`src/rtl/exception_arbiter.sv`:
```
// exception_arbiter
//
// Picks the single winning event among an external interrupt, the per-stage
// pipeline exceptions (IF/ID/EX/MEM) and an ERET in MEM. It then walks the
// pipeline through a one-cycle FLUSH and a DRAIN_CYCLES-long DRAIN before it
// accepts new requests. It also owns the CP0 Count/Compare timer, which
// produces interrupt line IP7.
//
// Optional feature macro: EXCEPTION_ARBITER_TIMER_EN
//   defined   : Count/Compare timer is built, timer_interrupt feeds IP7.
//   undefined : timer_interrupt and count_value are tied to 0.
//               count_write and compare_write are ignored.
//
// Ports
//   clock, reset            rising-edge clock, synchronous active-high reset
//   stage_exception_valid   per-stage request (bit0 IF .. bit3 MEM)
//   stage_exception_code    5-bit ExcCode per stage, stage i at [5i+4:5i]
//   stage_pc                32-bit PC per stage, stage i at [32i+31:32i]
//   stage_in_delay_slot     delay-slot flag per stage
//   mem_valid               MEM holds a real instruction
//   eret_request, epc       ERET in MEM and its return target
//   status_ie, status_exl   Status.IE / Status.EXL
//   interrupt_mask          Status.IM
//   pending_interrupt       {hw[5:0], sw[1:0]} before the timer merge
//   count_write, compare_write, write_data   MTC0 writes to Count / Compare
//   flush, redirect_pc      flush pulse and new fetch target
//   commit_exception_valid, commit_eret      CP0 update pulses
//   commit_exception_code, commit_pc, commit_in_delay_slot   committed data
//   busy                    high during FLUSH and DRAIN
//   timer_interrupt, count_value             IP7 and current Count
module exception_arbiter #(
    parameter logic [31:0] EXCEPTION_VECTOR = 32'hbfc00380,
    parameter int          DRAIN_CYCLES     = 2
) (
    input  logic         clock,
    input  logic         reset,
    input  logic [3:0]   stage_exception_valid,
    input  logic [19:0]  stage_exception_code,
    input  logic [127:0] stage_pc,
    input  logic [3:0]   stage_in_delay_slot,
    input  logic         mem_valid,
    input  logic         eret_request,
    input  logic [31:0]  epc,
    input  logic         status_ie,
    input  logic         status_exl,
    input  logic [7:0]   interrupt_mask,
    input  logic [7:0]   pending_interrupt,
    input  logic         count_write,
    input  logic         compare_write,
    input  logic [31:0]  write_data,
    output logic         flush,
    output logic [31:0]  redirect_pc,
    output logic         commit_exception_valid,
    output logic         commit_eret,
    output logic [4:0]   commit_exception_code,
    output logic [31:0]  commit_pc,
    output logic         commit_in_delay_slot,
    output logic         busy,
    output logic         timer_interrupt,
    output logic [31:0]  count_value
);

    typedef enum logic [1:0] {IDLE, FLUSH, DRAIN} state_t;

    state_t      state_q;
    logic [3:0]  drainCnt_q;
    logic        flush_q;
    logic [31:0] redirect_q;
    logic        commitExc_q;
    logic        commitEret_q;
    logic [4:0]  commitCode_q;
    logic [31:0] commitPc_q;
    logic        commitBd_q;
    logic        busy_q;
    logic        timerIrq;

    logic [7:0]  pendingEff;
    logic        interruptTaken;
    logic        winTake;
    logic        winEret;
    logic [4:0]  winCode;
    logic [31:0] winPc;
    logic        winBd;

`ifdef EXCEPTION_ARBITER_TIMER_EN
    logic [31:0] count_q;
    logic [31:0] count_d;
    logic [31:0] compare_q;
    logic        toggle_q;
    logic        toggle_d;
    logic        timer_q;

    // Count advances on every second clock. An MTC0 write to Count
    // overrides the increment and restarts the half-rate phase.
    always_comb begin
        count_d  = count_q;
        toggle_d = ~toggle_q;
        if (count_write) begin
            count_d  = write_data;
            toggle_d = 1'b0;
        end else if (toggle_q) begin
            count_d = count_q + 32'd1;
        end
    end

    // The match is checked against the updated Count. A Compare write
    // acknowledges the interrupt and takes precedence over a match in
    // the same cycle.
    always_ff @(posedge clock) begin
        if (reset) begin
            count_q   <= 32'd0;
            compare_q <= 32'd0;
            toggle_q  <= 1'b0;
            timer_q   <= 1'b0;
        end else begin
            count_q  <= count_d;
            toggle_q <= toggle_d;
            if (compare_write) begin
                compare_q <= write_data;
                timer_q   <= 1'b0;
            end else if (count_d == compare_q) begin
                timer_q <= 1'b1;
            end
        end
    end

    assign timerIrq    = timer_q;
    assign count_value = count_q;
`else
    logic unusedTimerInputs;
    assign unusedTimerInputs = ^{count_write, compare_write, write_data};
    assign timerIrq          = 1'b0;
    assign count_value       = 32'd0;
`endif

    assign pendingEff     = {pending_interrupt[7] | timerIrq, pending_interrupt[6:0]};
    assign interruptTaken = status_ie & ~status_exl & mem_valid
                          & (|(interrupt_mask & pendingEff));

    // Winner selection. An interrupt is charged to the instruction in MEM.
    // After that, the oldest stage wins. ERET only counts when no exception
    // is pending.
    always_comb begin
        winTake = 1'b0;
        winEret = 1'b0;
        winCode = 5'd0;
        winPc   = 32'd0;
        winBd   = 1'b0;
        if (interruptTaken) begin
            winTake = 1'b1;
            winPc   = stage_pc[127:96];
            winBd   = stage_in_delay_slot[3];
        end else if (stage_exception_valid[3]) begin
            winTake = 1'b1;
            winCode = stage_exception_code[19:15];
            winPc   = stage_pc[127:96];
            winBd   = stage_in_delay_slot[3];
        end else if (stage_exception_valid[2]) begin
            winTake = 1'b1;
            winCode = stage_exception_code[14:10];
            winPc   = stage_pc[95:64];
            winBd   = stage_in_delay_slot[2];
        end else if (stage_exception_valid[1]) begin
            winTake = 1'b1;
            winCode = stage_exception_code[9:5];
            winPc   = stage_pc[63:32];
            winBd   = stage_in_delay_slot[1];
        end else if (stage_exception_valid[0]) begin
            winTake = 1'b1;
            winCode = stage_exception_code[4:0];
            winPc   = stage_pc[31:0];
            winBd   = stage_in_delay_slot[0];
        end else if (eret_request) begin
            winEret = 1'b1;
        end
    end

    // Sequencer. Requests are only looked at in IDLE. Pulse outputs are set
    // on entry to FLUSH and cleared when leaving it. Commit data and
    // redirect_pc keep their values until the next FLUSH. The commit
    // data is only rewritten by exceptions, not by ERET.
    always_ff @(posedge clock) begin
        if (reset) begin
            state_q      <= IDLE;
            drainCnt_q   <= 4'd0;
            flush_q      <= 1'b0;
            redirect_q   <= EXCEPTION_VECTOR;
            commitExc_q  <= 1'b0;
            commitEret_q <= 1'b0;
            commitCode_q <= 5'd0;
            commitPc_q   <= 32'd0;
            commitBd_q   <= 1'b0;
            busy_q       <= 1'b0;
        end else begin
            case (state_q)
                IDLE: begin
                    if (winTake) begin
                        state_q      <= FLUSH;
                        flush_q      <= 1'b1;
                        busy_q       <= 1'b1;
                        commitExc_q  <= 1'b1;
                        commitCode_q <= winCode;
                        commitPc_q   <= winPc;
                        commitBd_q   <= winBd;
                        redirect_q   <= EXCEPTION_VECTOR;
                    end else if (winEret) begin
                        state_q      <= FLUSH;
                        flush_q      <= 1'b1;
                        busy_q       <= 1'b1;
                        commitEret_q <= 1'b1;
                        redirect_q   <= epc;
                    end
                end
                FLUSH: begin
                    state_q      <= DRAIN;
                    flush_q      <= 1'b0;
                    commitExc_q  <= 1'b0;
                    commitEret_q <= 1'b0;
                    drainCnt_q   <= 4'(DRAIN_CYCLES - 1);
                end
                DRAIN: begin
                    if (drainCnt_q == 4'd0) begin
                        state_q <= IDLE;
                        busy_q  <= 1'b0;
                    end else begin
                        drainCnt_q <= drainCnt_q - 4'd1;
                    end
                end
                default: begin
                    state_q <= IDLE;
                    busy_q  <= 1'b0;
                end
            endcase
        end
    end

    assign flush                  = flush_q;
    assign redirect_pc            = redirect_q;
    assign commit_exception_valid = commitExc_q;
    assign commit_eret            = commitEret_q;
    assign commit_exception_code  = commitCode_q;
    assign commit_pc              = commitPc_q;
    assign commit_in_delay_slot   = commitBd_q;
    assign busy                   = busy_q;
    assign timer_interrupt        = timerIrq;

endmodule
```
`config.mk`:
```
export PLATFORM = sky130hd
export DESIGN_NAME = exception_arbiter
export DESIGN_NICKNAME = d
export VERILOG_FILES = /design/src/rtl/exception_arbiter.sv
export SDC_FILE = /design/constraint.sdc
export NUM_CORES = 1
export LEC_CHECK = 0
export BUFFER_PORTS_ARGS = -buffer_cell sky130_fd_sc_hd__buf_2
export CORE_AREA = 2 2 137 139
export DETAILED_ROUTE_END_ITERATION = 8
export DIE_AREA = 0 0 139 141
export SETUP_SLACK_MARGIN = 0.3
export SLEW_MARGIN = 40
export SYNTH_ARGS = -nofsm -noshare
export SYNTH_HDL_FRONTEND = slang
export SYNTH_SLANG_ARGS = --single-unit
export TNS_END_PERCENT = 1
```
`constraint.sdc`:
```
create_clock -name clock -period 4.7 [get_ports clock]
set_input_delay 0.47 -clock clock [delete_from_list [all_inputs] [get_ports clock]]
set_output_delay 0.47 -clock clock [all_outputs]
set_load 0.01 [all_outputs]
```
# Yosys cells after proc, flatten, opt, wreduce, memory -nomap -nowiden

Index checks and enable logic that the tools add are counted.

Flip-flop bits (word level): 80
Memories kept: 0
Memory bits (read-only): 0
Output and inout port bits: 107
Memory bits (writable): 0
Latch bits: 0

Bitwise logic cells: 6
Eq/ne operators: 8
Reduce and logical (&&, ||, !) cells: 14
Mux-type cells: 43
Divide/modulo/power cells: 0
$lt $le $gt $ge: 0
Multiply operators: 0
Shift operators: 0
Add/sub/neg operators: 1

Operators by type and width:

| kind                | count |
|---|---|
| $mux 32             | 7 |
| $mux 5              | 5 |
| $mux 1              | 21 |
| $reduce_and 2->1    | 6 |
| $ne 2x2->1 const B  | 5 |
| $and 8x8->8         | 1 |
| $pmux 4 s2          | 1 |
| $reduce_or 8->1     | 1 |
| $mux 2              | 3 |
| $pmux 1 s2          | 3 |
| $pmux 2 s3          | 1 |
| $reduce_and 3->1    | 2 |
| $reduce_bool 2->1   | 3 |
| $logic_not 4->1     | 1 |
| $mux 4              | 1 |
| $sub 4x1->4 const B | 1 |
| $and 1x1->1         | 3 |
| $ne 3x3->1 const B  | 1 |
| $pmux 1 s3          | 1 |
| $eq 2x1->1 const B  | 1 |
| $eq 2x2->1 const B  | 1 |
| $logic_not 2->1     | 1 |
| $not 1->1           | 2 |

# Logic depth before layout (Yosys ltp)

Depth in word-level cells: 9
Gate-level depth with buffers: 8
Depth with buffers taken out: 7

# Worst setup path before layout

No wires, ideal clock.

Path kind: input to register
Start point: input port stage_exception_valid[1]
End point: register commitPc_q[28], in the netlist commit_pc[28]
Stages on the path: 8
Data required time: 4553 ps
Path slack: 2942 ps
Arrival time: 1611 ps
Cell sequence: buf_2 -> nor4_4 -> nor3_1 -> a41o_1 -> buf_4 -> buf_2 -> nor2_1 -> a311oi_2

Longest elaborated chain between the ends: 5
Elaborated cells between the ends (all ways): 9

RTL lines:

| item                              | line | source |
|---|---|---|
| start: declaration                | 37   | `input logic [3:0] stage_exception_valid,` |
| $mux 1                            | 163  | `end else if (stage_exception_valid[1]) begin` |
| $mux 1                            | 158  | `end else if (stage_exception_valid[2]) begin` |
| $mux 1                            | 153  | `end else if (stage_exception_valid[3]) begin` |
| $mux 1                            | 149  | `if (interruptTaken) begin` |
| $reduce_and 2->1 (no source line) | --   |  |
| end signal: assignment            | 203  | `commitPc_q <= winPc;` |
| end: declaration                  | 72   | `logic [31:0] commitPc_q;` |

Several ways; a longest one is shown, not always the timed one.
A chain may end at the register's enable or synchronous reset.

# Final worst setup path

Start point: input port interrupt_mask[3]
End point: register commitPc_q[8], in the netlist commit_pc[8]

Longest elaborated chain between the ends: 5
Elaborated cells between the ends (all ways): 6

RTL lines:

| item                              | line | source |
|---|---|---|
| start: declaration                | 46   | `input logic [7:0] interrupt_mask,` |
| $and 8x8->8 (*)                   | 138  | `& (\|(interrupt_mask & pendingEff));` |
| $reduce_or 8->1 (*)               | 138  |  |
| $and 1x1->1 (*)                   | 138  |  |
| $mux 1                            | 149  |  |
| $reduce_and 2->1 (no source line) | --   |  |

Mark *: on every way between the ends. The rest lies on a longest branch, timed or not.

==> flow_summary.yaml <==
sta:
  tightest_slew_ps: 749
  maxSlewViolCount: 0
  finalCritPeriodShare: 0.491
  max_slew_margin: 0.501
  setup-violations-final: 0
  setup_tns_ps: 0
  finalWorstPathRequiredPeriod_ps: 2310
  fmax_ghz: 0.433
  hold_viol_final: 0
  finClkSkew_ps: 10.3
  rsz0062_at_grt: "false"
critical_path:
  r2r_cells: 5
  path_max_fanout: 21
  worst_r2r_endpoint: "commit_pc[20]"
  path_class: "in -> reg"
  critPathRequiredTime_ps: 4950
  worst-r2r-setup-slack_ps: 2540
  crit_arrival_ps: 2560
  worst_setup_path_start_kind: "input pin"
  end_kind: "flop"
  timing.rr.start: "state_q[1]"
clock_network:
  post_cts_resized: 0
  cts_tree: "yes"
  cts_buffer_depth: 2
  cts.sinks: 80
  htree_levels: 3
  root_buffer: "clkbuf_16"
  cts_made_buffers: 9
  clk_pin_slew_ps: 70
  cts_hold_repair.buffers: 0
  post_cts_buffers: 0
  insertion_delay_ps: 350
pwr:
  powerDensity_nw_per_um2: 327
  peakVddDrop_mv: 0.147
  p_leak_uw: 0.00294
  fin_total_pwr_uw: 2030
hold_path:
  holdPathEnd: "redirect_pc[1]"
  min_path_type: "in -> reg"
  whs_path_depth: 2
  hold_start: "epc[1]"
global_route:
  grt_max_degree: 67
  gr-usage-all-layers: 0.161
  overflow: 0
  grt_pass1_vias: 4414
  antenna_found_initial: 1
  grt_pass1_wl_mm: 24.5
layout:
  final_nets: 1022
  final_common_cell: "buf_2"
  layout_common_cells: "283 x buf_2, 80 x dfxtp_1, 46 x a21oi_1, 43 x nor2_1, 38 x nand2_1"
  multi_input_area_um2: 2340
  area_growth_pct: 40.4
  nFillCells: 1963
  seqCellArea_um2: 1600
  drive_gt1_frac: 0.441
logic_synthesis:
  synth_top_area_share: 0.362
  synth-main-ff-cell: "dfxtp_1"
  async_flop_share: 0
  syn_avg_cell_area_um2: 8.45
  synth_area_leaders: "dfxtp_1 36%, a311oi_2 9.8%, a221oi_1 6.1%"
  netlist_instances: 523
  yosysTopAreaCell: "dfxtp_1"
  synth_area_um2: 4420
  synth-edff-count: 0
  ys_seq_area_frac: 0.362
  synth_warnings: 0
  synth_seq_cells: 80
  synthDistinctLibCells: 38
die:
  core-area_um2: 18300
  die_h_um: 141
  initial_utilization: 0.242
  die_x_um: 139
  io_pins: 351
  die_area_um2: 19600
  std_cell_rows: 50
detailed_routing:
  wl_per_cell_um: 15.9
  antenna_left: 0
  via_per_inst: 4.68
  drt_iter0_markers: 193
  route.detailed.drc: 0
  vias: 4759
  firstDrtPassIters: 4
  routed_wl_mm: 16.2
status:
  status: "completed"
job:
  maxCapViolations: 0
placement:
  port_buffers: 283
  routabilityCongestion: 0.772
  hpwl_mm: 12.2
## through the flow
stage / utilization / cell area [um^2] / setup WS [ps] / hold WS (ps) / instances
3_3_place_gp: 0.320 / 5840 / 1940 / 434 / 998
2_1_floorplan: - / 4540 / 2940 / 487 / 555
4_1_cts: 0.339 / 6190 / 2280 / 325 / 1015
6_report: 0.340 / 6200 / 2390 / 340 / 1017
3_5_place_dp: 0.321 / 5860 / 1920 / 445 / 999
5_1_grt: 0.340 / 6200 / 2240 / 328 / 1016
## power breakdown
part           leakage [uW]  internal (uW)  total [uW]  switching, uW
sequential         0.000657            732         762           29.3
combinational       0.00213            207         484            277
clock              0.000150            471         784            313
## worst max-delay path, cell delays in order
cell	delay, ps
buf_2	90
a22oi_1	310
nand4_1	400
a21oi_4	520
buf_4	350
nand2_1	140
a311oi_1	260
## logic make-up after synthesis
group	synth area share
fa+ha+maj	0.00283
flops	0.362
compound gates	0.374
buf+inv	0.143
other cells	0.000848
simple gates	0.117
## synth_stat cells, types with 10 or more instances
cell type  instances
clkbuf_1          16
a22oi_1           10
buf_4             36
nand2_1           38
a311oi_2          29
o21ai_1           14
a22o_1            21
nand2b_1          11
o22a_1            12
dfxtp_1           80
nor2_1            43
a221oi_1          31
a21oi_1           47
inv_1             36
buf_2             25
o21ai_0           25
## layer usage
metal  routed length [um]  share of wire  up-vias  GRT usage
li1                     -              -     2351          -
met1                 6950           0.43     2152      0.200
met2                 7700           0.48      243      0.274
met3                 1320          0.081       13     0.0435
met4                  216          0.013        0     0.0473
met5                    0              0        -          0
## cell type report
cell class,count,area share
multi-input cells,357,0.377
flip-flops and latches,80,0.258
repair buffers,293,0.243
well taps,234,0.0472
clock buffers,9,0.0363
inverters,36,0.0218
clock inverters,7,0.0165
diodes,1,0.000403
## worst max-delay path by stage
stage                             startpoint  slack (ps)            end
global route               interrupt_mask[3]        2240   commit_pc[8]
global placement           interrupt_mask[3]        1940   commit_pc[8]
floorplan           stage_exception_valid[1]        2940  commit_pc[28]
detailed placement         interrupt_mask[3]        1920   commit_pc[8]
finish                     interrupt_mask[3]        2390   commit_pc[8]
CTS                        interrupt_mask[3]        2280   commit_pc[9]
## sequential cells by signal (all words and copies together) (netlist names)
name	cells
commit_in_delay_slot	1
commit_eret	1
busy	1
redirect_pc	32
commit_pc	32
commit_exception_code	5
commit_exception_valid	1
flush	1
drainCnt_q	4
state_q	2
(Power assumes the default switching activity.)
